## src/rtl/cpu_types_pkg.sv

```systemverilog
// Shared CPU types: machine word and the memory arbiter state encoding.
// Pure declarations; no logic, no latency.
package cpu_types_pkg;

    typedef logic [31:0] word_t;

    typedef enum logic [1:0] {
        IDLE,
        DACC,
        IACC,
        RESP
    } arb_state_t;

endpackage

```

## src/rtl/mem_timeout_ctr.sv

```systemverilog
// Access watchdog: counts cycles while enabled and flags expiry on the TIMEOUT-th cycle.
// Combinational expire from a registered count; clear has priority over enable.
module mem_timeout_ctr #(
    parameter int TIMEOUT = 64
) (
    input  logic clk,
    input  logic rst,
    input  logic clr,
    input  logic en,
    output logic expire
);

    localparam int CW = $clog2(TIMEOUT);
    localparam logic [CW-1:0] LAST = CW'(TIMEOUT - 1);

    logic [CW-1:0] cnt;

    always_ff @(posedge clk) begin
        if (rst || clr) begin
            cnt <= '0;
        end else if (en && !expire) begin
            cnt <= cnt + 1'b1;
        end
    end

    assign expire = (cnt == LAST);

endmodule

```

## src/rtl/memory_arbiter.sv

```systemverilog
// Serialises fetch and data requests onto the single-ported RAM; data wins unless it won last time.
// Min latency: request at edge N, ram_ready at N+1, hit during cycle N+2; requesters hold until hit.
module memory_arbiter
    import cpu_types_pkg::*;
#(
    parameter int TIMEOUT = 64
) (
    input  logic  CLK,
    input  logic  RST,
    input  logic  iREN,
    input  word_t iaddr,
    input  logic  dREN,
    input  logic  dWEN,
    input  word_t daddr,
    input  word_t dstore,
    input  logic  halt,
    output logic  ihit,
    output word_t iload,
    output logic  dhit,
    output word_t dload,
    output logic  ram_ren,
    output logic  ram_wen,
    output word_t ram_addr,
    output word_t ram_store,
    input  logic  ram_ready,
    input  word_t ram_load,
    output logic  mem_err
);

    arb_state_t state, state_nxt;
    logic       last_d;
    logic       cur_d;
    logic       dreq, ireq;
    logic       grant_d, grant_i;
    logic       in_acc;
    logic       expire;
    logic       acc_done;

    mem_timeout_ctr #(.TIMEOUT(TIMEOUT)) u_ctr (
        .clk    (CLK),
        .rst    (RST),
        .clr    (state == IDLE),
        .en     (in_acc),
        .expire (expire)
    );

    assign dreq     = dREN | dWEN;
    assign ireq     = iREN & ~halt;
    // Fetch only takes the slot from data when data was served last.
    assign grant_i  = ireq & ~(dreq & ~last_d);
    assign grant_d  = dreq & ~grant_i;
    assign in_acc   = (state == DACC) || (state == IACC);
    assign acc_done = in_acc & (ram_ready | expire);

    always_ff @(posedge CLK) begin
        if (RST) begin
            state     <= IDLE;
            last_d    <= 1'b0;
            cur_d     <= 1'b0;
            ram_ren   <= 1'b0;
            ram_wen   <= 1'b0;
            ram_addr  <= '0;
            ram_store <= '0;
            iload     <= '0;
            dload     <= '0;
            mem_err   <= 1'b0;
        end else begin
            state <= state_nxt;
            if (state == IDLE) begin
                if (grant_d) begin
                    cur_d     <= 1'b1;
                    last_d    <= 1'b1;
                    ram_addr  <= daddr;
                    ram_store <= dstore;
                    ram_wen   <= dWEN;
                    ram_ren   <= ~dWEN;
                end else if (grant_i) begin
                    cur_d     <= 1'b0;
                    last_d    <= 1'b0;
                    ram_addr  <= iaddr;
                    ram_store <= '0;
                    ram_ren   <= 1'b1;
                    ram_wen   <= 1'b0;
                end
            end else if (acc_done) begin
                ram_ren <= 1'b0;
                ram_wen <= 1'b0;
                if (state == DACC) begin
                    dload <= (ram_ready && !ram_wen) ? ram_load : '0;
                end else begin
                    iload <= ram_ready ? ram_load : '0;
                end
                if (!ram_ready) begin
                    mem_err <= 1'b1;
                end
            end
        end
    end

    always_comb begin
        state_nxt = state;
        case (state)
            IDLE: begin
                if (grant_d)      state_nxt = DACC;
                else if (grant_i) state_nxt = IACC;
            end
            DACC, IACC: begin
                if (acc_done) state_nxt = RESP;
            end
            RESP:    state_nxt = IDLE;
            default: state_nxt = IDLE;
        endcase
    end

    always_comb begin
        ihit = 1'b0;
        dhit = 1'b0;
        if (state == RESP) begin
            ihit = ~cur_d;
            dhit = cur_d;
        end
    end

endmodule

```

## config.mk

```make
export PLATFORM = sky130hd
export DESIGN_NAME = memory_arbiter
export DESIGN_NICKNAME = d
export VERILOG_FILES = /design/src/rtl/cpu_types_pkg.sv /design/src/rtl/mem_timeout_ctr.sv /design/src/rtl/memory_arbiter.sv
export SDC_FILE = /design/constraint.sdc
export NUM_CORES = 1
export LEC_CHECK = 0
export ABC_AREA = 1
export CORE_MARGIN = 3
export CORE_UTILIZATION = 47
export CTS_CLUSTER_DIAMETER = 50
export DETAILED_ROUTE_END_ITERATION = 16
export GPL_TIMING_DRIVEN = 1
export MAX_ROUTING_LAYER = met4
export PLACE_DENSITY = 0.95
export SLEW_MARGIN = 30
export SYNTH_ARGS = -nofsm -noshare
export SYNTH_HDL_FRONTEND = slang
export SYNTH_SLANG_ARGS = --single-unit
```

## constraint.sdc

```tcl
create_clock -name CLK -period 2.8 [get_ports CLK]
set_input_delay 0.56 -clock CLK [delete_from_list [all_inputs] [get_ports CLK]]
set_output_delay 0.56 -clock CLK [all_outputs]
set_load 0.1 [all_outputs]
```

Word-level counts from Yosys, hierarchy flattened
Cells that the tools add are included.
W data, S select, Z words.
{"block": "totals", "regBits": 140}
{"block": "op_classes", "eq_ne": 6, "n_reduce_logical": 16, "addsub": 1, "bitwise": 15, "n_mux": 20}
{"op": "$mux W32", "n": 6}
{"op": "$mux W1", "n": 10}
{"op": "$reduce_and A3 Y1", "n": 3}
{"op": "$not A1 Y1", "n": 8}
{"op": "$add A6 B1 Y6 const B", "n": 1}
{"op": "$eq A6 B6 Y1 const B", "n": 1}
{"op": "$mux W2", "n": 3}
{"op": "$pmux W2 S3", "n": 1}
{"op": "$reduce_and A2 Y1", "n": 3}
{"op": "$and A1 B1 Y1", "n": 5}
{"op": "$eq A2 B2 Y1 const B", "n": 2}
{"op": "$reduce_bool A2 Y1", "n": 2}
{"op": "$ne A3 B3 Y1 const B", "n": 1}
{"op": "$eq A2 B1 Y1 const B", "n": 1}
{"op": "$logic_and A1 B1 Y1", "n": 2}
{"op": "$logic_not A1 Y1", "n": 2}
{"op": "$logic_not A2 Y1", "n": 1}
{"op": "$logic_or A1 B1 Y1", "n": 2}
{"op": "$ne A2 B2 Y1 const B", "n": 1}
{"op": "$or A1 B1 Y1", "n": 2}
{"op": "$reduce_or A2 Y1", "n": 1}

Depth between registers and ports, before layout
{"block": "logic_depth", "ltp_word": 8, "mapped_depth": 11, "mapped_depth_nobuf": 9}

Cells and area by module
Synthesis repeated with hierarchy kept, for this count alone.
{"block": "hier_totals", "hier_cells": 812, "area_unflattened_um2": 5809.3}
{"mod": "memory_arbiter", "seq_area_each_um2": 2682.6, "instances": 1, "area_each_um2": 5470.2, "cells_each": 763}
{"mod": "mem_timeout_ctr", "seq_area_each_um2": 120.1, "instances": 1, "area_each_um2": 339.1, "cells_each": 49}

Least setup slack after synthesis
Ideal clock, no wire load.
{"block": "synth_path", "kind": "register to output", "startpoint": "register state[0]", "endpoint": "output ihit", "path_slack_ns": 0.451, "arrival_time_ns": 1.789, "stages_incl_launch_ff": 4, "path_cell_list": "dfxtp_1 > ha_1 > inv_1 > nor2_1"}
{"block": "synth_via", "elab_chain_len": 2}
{"item": "start, declared", "line": "memory_arbiter.sv:30", "source": "arb_state_t state, state_nxt;"}
{"item": "start signal, assigned", "line": "memory_arbiter.sv:68", "source": "state <= state_nxt;"}
{"item": "$eq A2 B2 Y1", "line": "memory_arbiter.sv:118", "source": "if (state == RESP) begin"}
{"item": "$mux W1", "line": "memory_arbiter.sv:118"}
{"item": "end, declared", "line": "memory_arbiter.sv:17", "source": "output logic ihit,"}
No other way between the ends.

Final worst setup path
{"block": "layout_path", "startpoint": "input dWEN", "endpoint": "register state[1]"}
{"block": "layout_via", "elab_chain_len": 8, "word_cells_on_any_way": 10, "cone_classes": "eq/ne (1); mux (2); bitwise (6); reduce/logical (1)"}
{"item": "start, declared", "line": "memory_arbiter.sv:13", "source": "input logic dWEN,"}
{"item": "$or A1 B1 Y1 *", "line": "memory_arbiter.sv:47", "source": "assign dreq = dREN | dWEN;"}
{"item": "$and A1 B1 Y1", "line": "memory_arbiter.sv:50", "source": "assign grant_i = ireq & ~(dreq & ~last_d);"}
{"item": "$not A1 Y1", "line": "memory_arbiter.sv:50"}
{"item": "$and A1 B1 Y1", "line": "memory_arbiter.sv:50"}
{"item": "$not A1 Y1", "line": "memory_arbiter.sv:51", "source": "assign grant_d = dreq & ~grant_i;"}
{"item": "$and A1 B1 Y1", "line": "memory_arbiter.sv:51"}
{"item": "$mux W2 or $ne A3 B3 Y1 (tied branches)"}
{"item": "$pmux W2 S3 or $reduce_and A2 Y1 (tied branches)"}
Mark *: on every way between the ends. The rest lies on a longest branch, timed or not.
A chain may end at the register's enable or synchronous reset.

==> metrics <==
Worst slew margin 0.515; Metal-1 WL about 7.7 mm; min-delay worst type register to register; largest net degree at the start of global routing 68; CP arrival between 2000 and 3000 ps; TritonCTS clock tree done; Max Cap Viol 0; drt total wl 21.2 mm; number of I/O port buffers about 270; Sw Pwr approximately 6.4 mW; vias 7,378; net count after synthesis about 1,200; Pwr Total about 12 mW; combinational power share 0.573; share of power burned in registers 0.236; Int Pwr between 5 and 6 mW; post-route cell area 9670 µm²; Clk Latency, worst-skew pair 420 ps; cts hold-fix bufs 0; CP Data Required Time approximately 3200 ps; antenna viol nets, final 0; global route total overflow 0; VDD IR max between 900 and 1000 µV; register bit total from synthesis 140; YS warnings 0; initial core utilization 0.493; Fin Clk Skew 11.3 ps; worst-margin pin slew around 730 ps; Die Footprint 15,700 µm²; setup repair bufs after CTS 0; library cells used by synthesis 19; DP Cell Count around 1,500; n_diodes 0; DR pass1 iterations 5; Sequential Area between 2000 and 3000 µm²; cell area after synthesis approximately 6700 µm²; leakage a little under 5 nW; total CTS buffers 17; critical path type input pin to register; fill count approximately 1,100; Synth top area share 0.419; die height 125 µm; Worst R2R Setup Slack between 600 and 700 ps; # DRC 0; Highest Signal Layer met4; vias in the first global route between 7,000 and 8,000; H-tree levels 4; Site Rows between 40 and 50; antenna violations before repair 0; Area Growth Syn to Fin 44.6%; Power Density around 1200 nW/µm²; Final Hold Vio Count 0; FMAX 440 MHz; CTS root buf clkbuf_16; layout cells sized above 1 0.142; crit path capture type register; Mapped Cells about 1,100; HPWL after detailed placement 14.7 mm; PostCTS Resize Cnt 0; Reg clk slew, reported paths 60 ps; IO Pins approximately 270; met2 routed WL between 10 and 15 mm; global placement routability congestion 0.930; fin cells roughly 1,500; sw frac 0.548; most common cell after layout, fill and taps aside nand2_1; Via density a little under 5; Setup TNS 0 ps; Sink Count between 100 and 150; Core ar. ~14,000 µm²; overall routing resource usage 0.272; leading area contributor after synthesis dfxtp_1; ranking of synthesized cells by area dfxtp_1 42%, nand2_1 21%, inv_1 10%; deepest clock path buffer count 2; Post-synth EDFFs 0; met3 routed WL a little over 2 mm; DP Area between 9000 and 10,000 µm²; worst-path fanout max 33; crit path launch type input pin; crit share post-route 0.811; Mean Syn Cell Area roughly 6.2 µm²; ys async rst share 0; Die X-Extent 125 µm; first-pass GRT wire length ~34 mm; Clock power frac 0.191; status complete, no violations; Starting DRT DRC Count 668; Wirelength per Cell 14.2 µm; # nets final 1,449; min cycle time layout roughly 2300 ps; Setup-failing EPs final 0; ys flop type dfxtp_1; sequential-to-total area share from yosys stat 0.419; area of the multi-input gates around 2900 µm²; pins over their slew limit 0; most frequent cells in the layout 373 x nand2_1, 180 x inv_1, 162 x nor2_1; unrepaired setup endpoints after global routing no
per-layer routing:
metal | vias to the layer above | track usage
li1 | 3673 | -
met1 | 3237 | 0.294
met2 | 388 | 0.450
met3 | 80 | 0.0768
met4 | 0 | 0.152
met5 | - | -
final cells by class:
type                    count  area share
multi-input cells         687       0.301
well taps                 176      0.0228
repair buffers            279       0.253
clock buffers              20      0.0472
inverters                 185      0.0718
flip-flops and latches    140       0.290
clock inverters            12      0.0141
power groups by stage:
stage	Sequential [mW]	Clock, mW	Combinational [mW]
4_1_cts	2.77	2.28	6.72
3_3_place_gp	2.78	0	6.57
3_5_place_dp	2.80	0	6.67
5_1_grt	2.82	2.35	7.13
2_1_floorplan	6.01	0	1.98
6_report	2.77	2.24	6.72
per-stage QoR:
| stage | util | setup WS [ps] | hold slack [ps] |
|---|---|---|---|
| final | 0.713 | 528 | 452 |
| after global routing | 0.713 | 308 | 474 |
| after CTS | 0.713 | 553 | 457 |
| after detailed placement | 0.669 | 159 | 448 |
| after global placement | 0.669 | 140 | 441 |
| after floorplan | - | 451 | 463 |
cells in the mapped netlist (3+ instances only):
master and number:
buf_2 25, dfxtp_1 140, inv_2 4, nor2_1 163, inv_1 180, nand4_1 54
buf_1 7, ha_1 4, nand3_1 42, a21oi_1 41, nor2_2 3, buf_6 4
clkbuf_1 28, o21ai_0 4, nand2_1 374
logic make-up after synthesis:
logic type	count (synthesis)	synth area share
and+or+nand+nor	638	0.390
buffers and inverters	250	0.150
DFF	140	0.419
AOI/OAI and AO/OA	45	0.0337
adders and majority gates	4	0.00748
sequential cells by signal, summed over array words and instances, names as in the netlist:
register   count
iload         32
ram_addr      32
u_ctr.cnt      6
ram_store     32
cur_d          1
ram_ren        1
mem_err        1
dload         32
state          2
ram_wen        1
critical path, cell delays in order:
cell and delay, ps:
clkdlybuf4s50_1 450, nor2_1 300, inv_1 70, nand2_1 140, buf_4 350, inv_2 320
o21ai_0 240, nor2_1 70, nor2_1 110
path summary, 6_finish.rpt:
kind	start	to	cells past startpoint
setup / recovery	dWEN	state[1]	9
hold / removal	mem_err	mem_err	2
setup reg to reg	state[0]	iload[14]	8
hold reg to reg	mem_err	mem_err	2
Note: power is estimated with default switching activity, not from simulation.
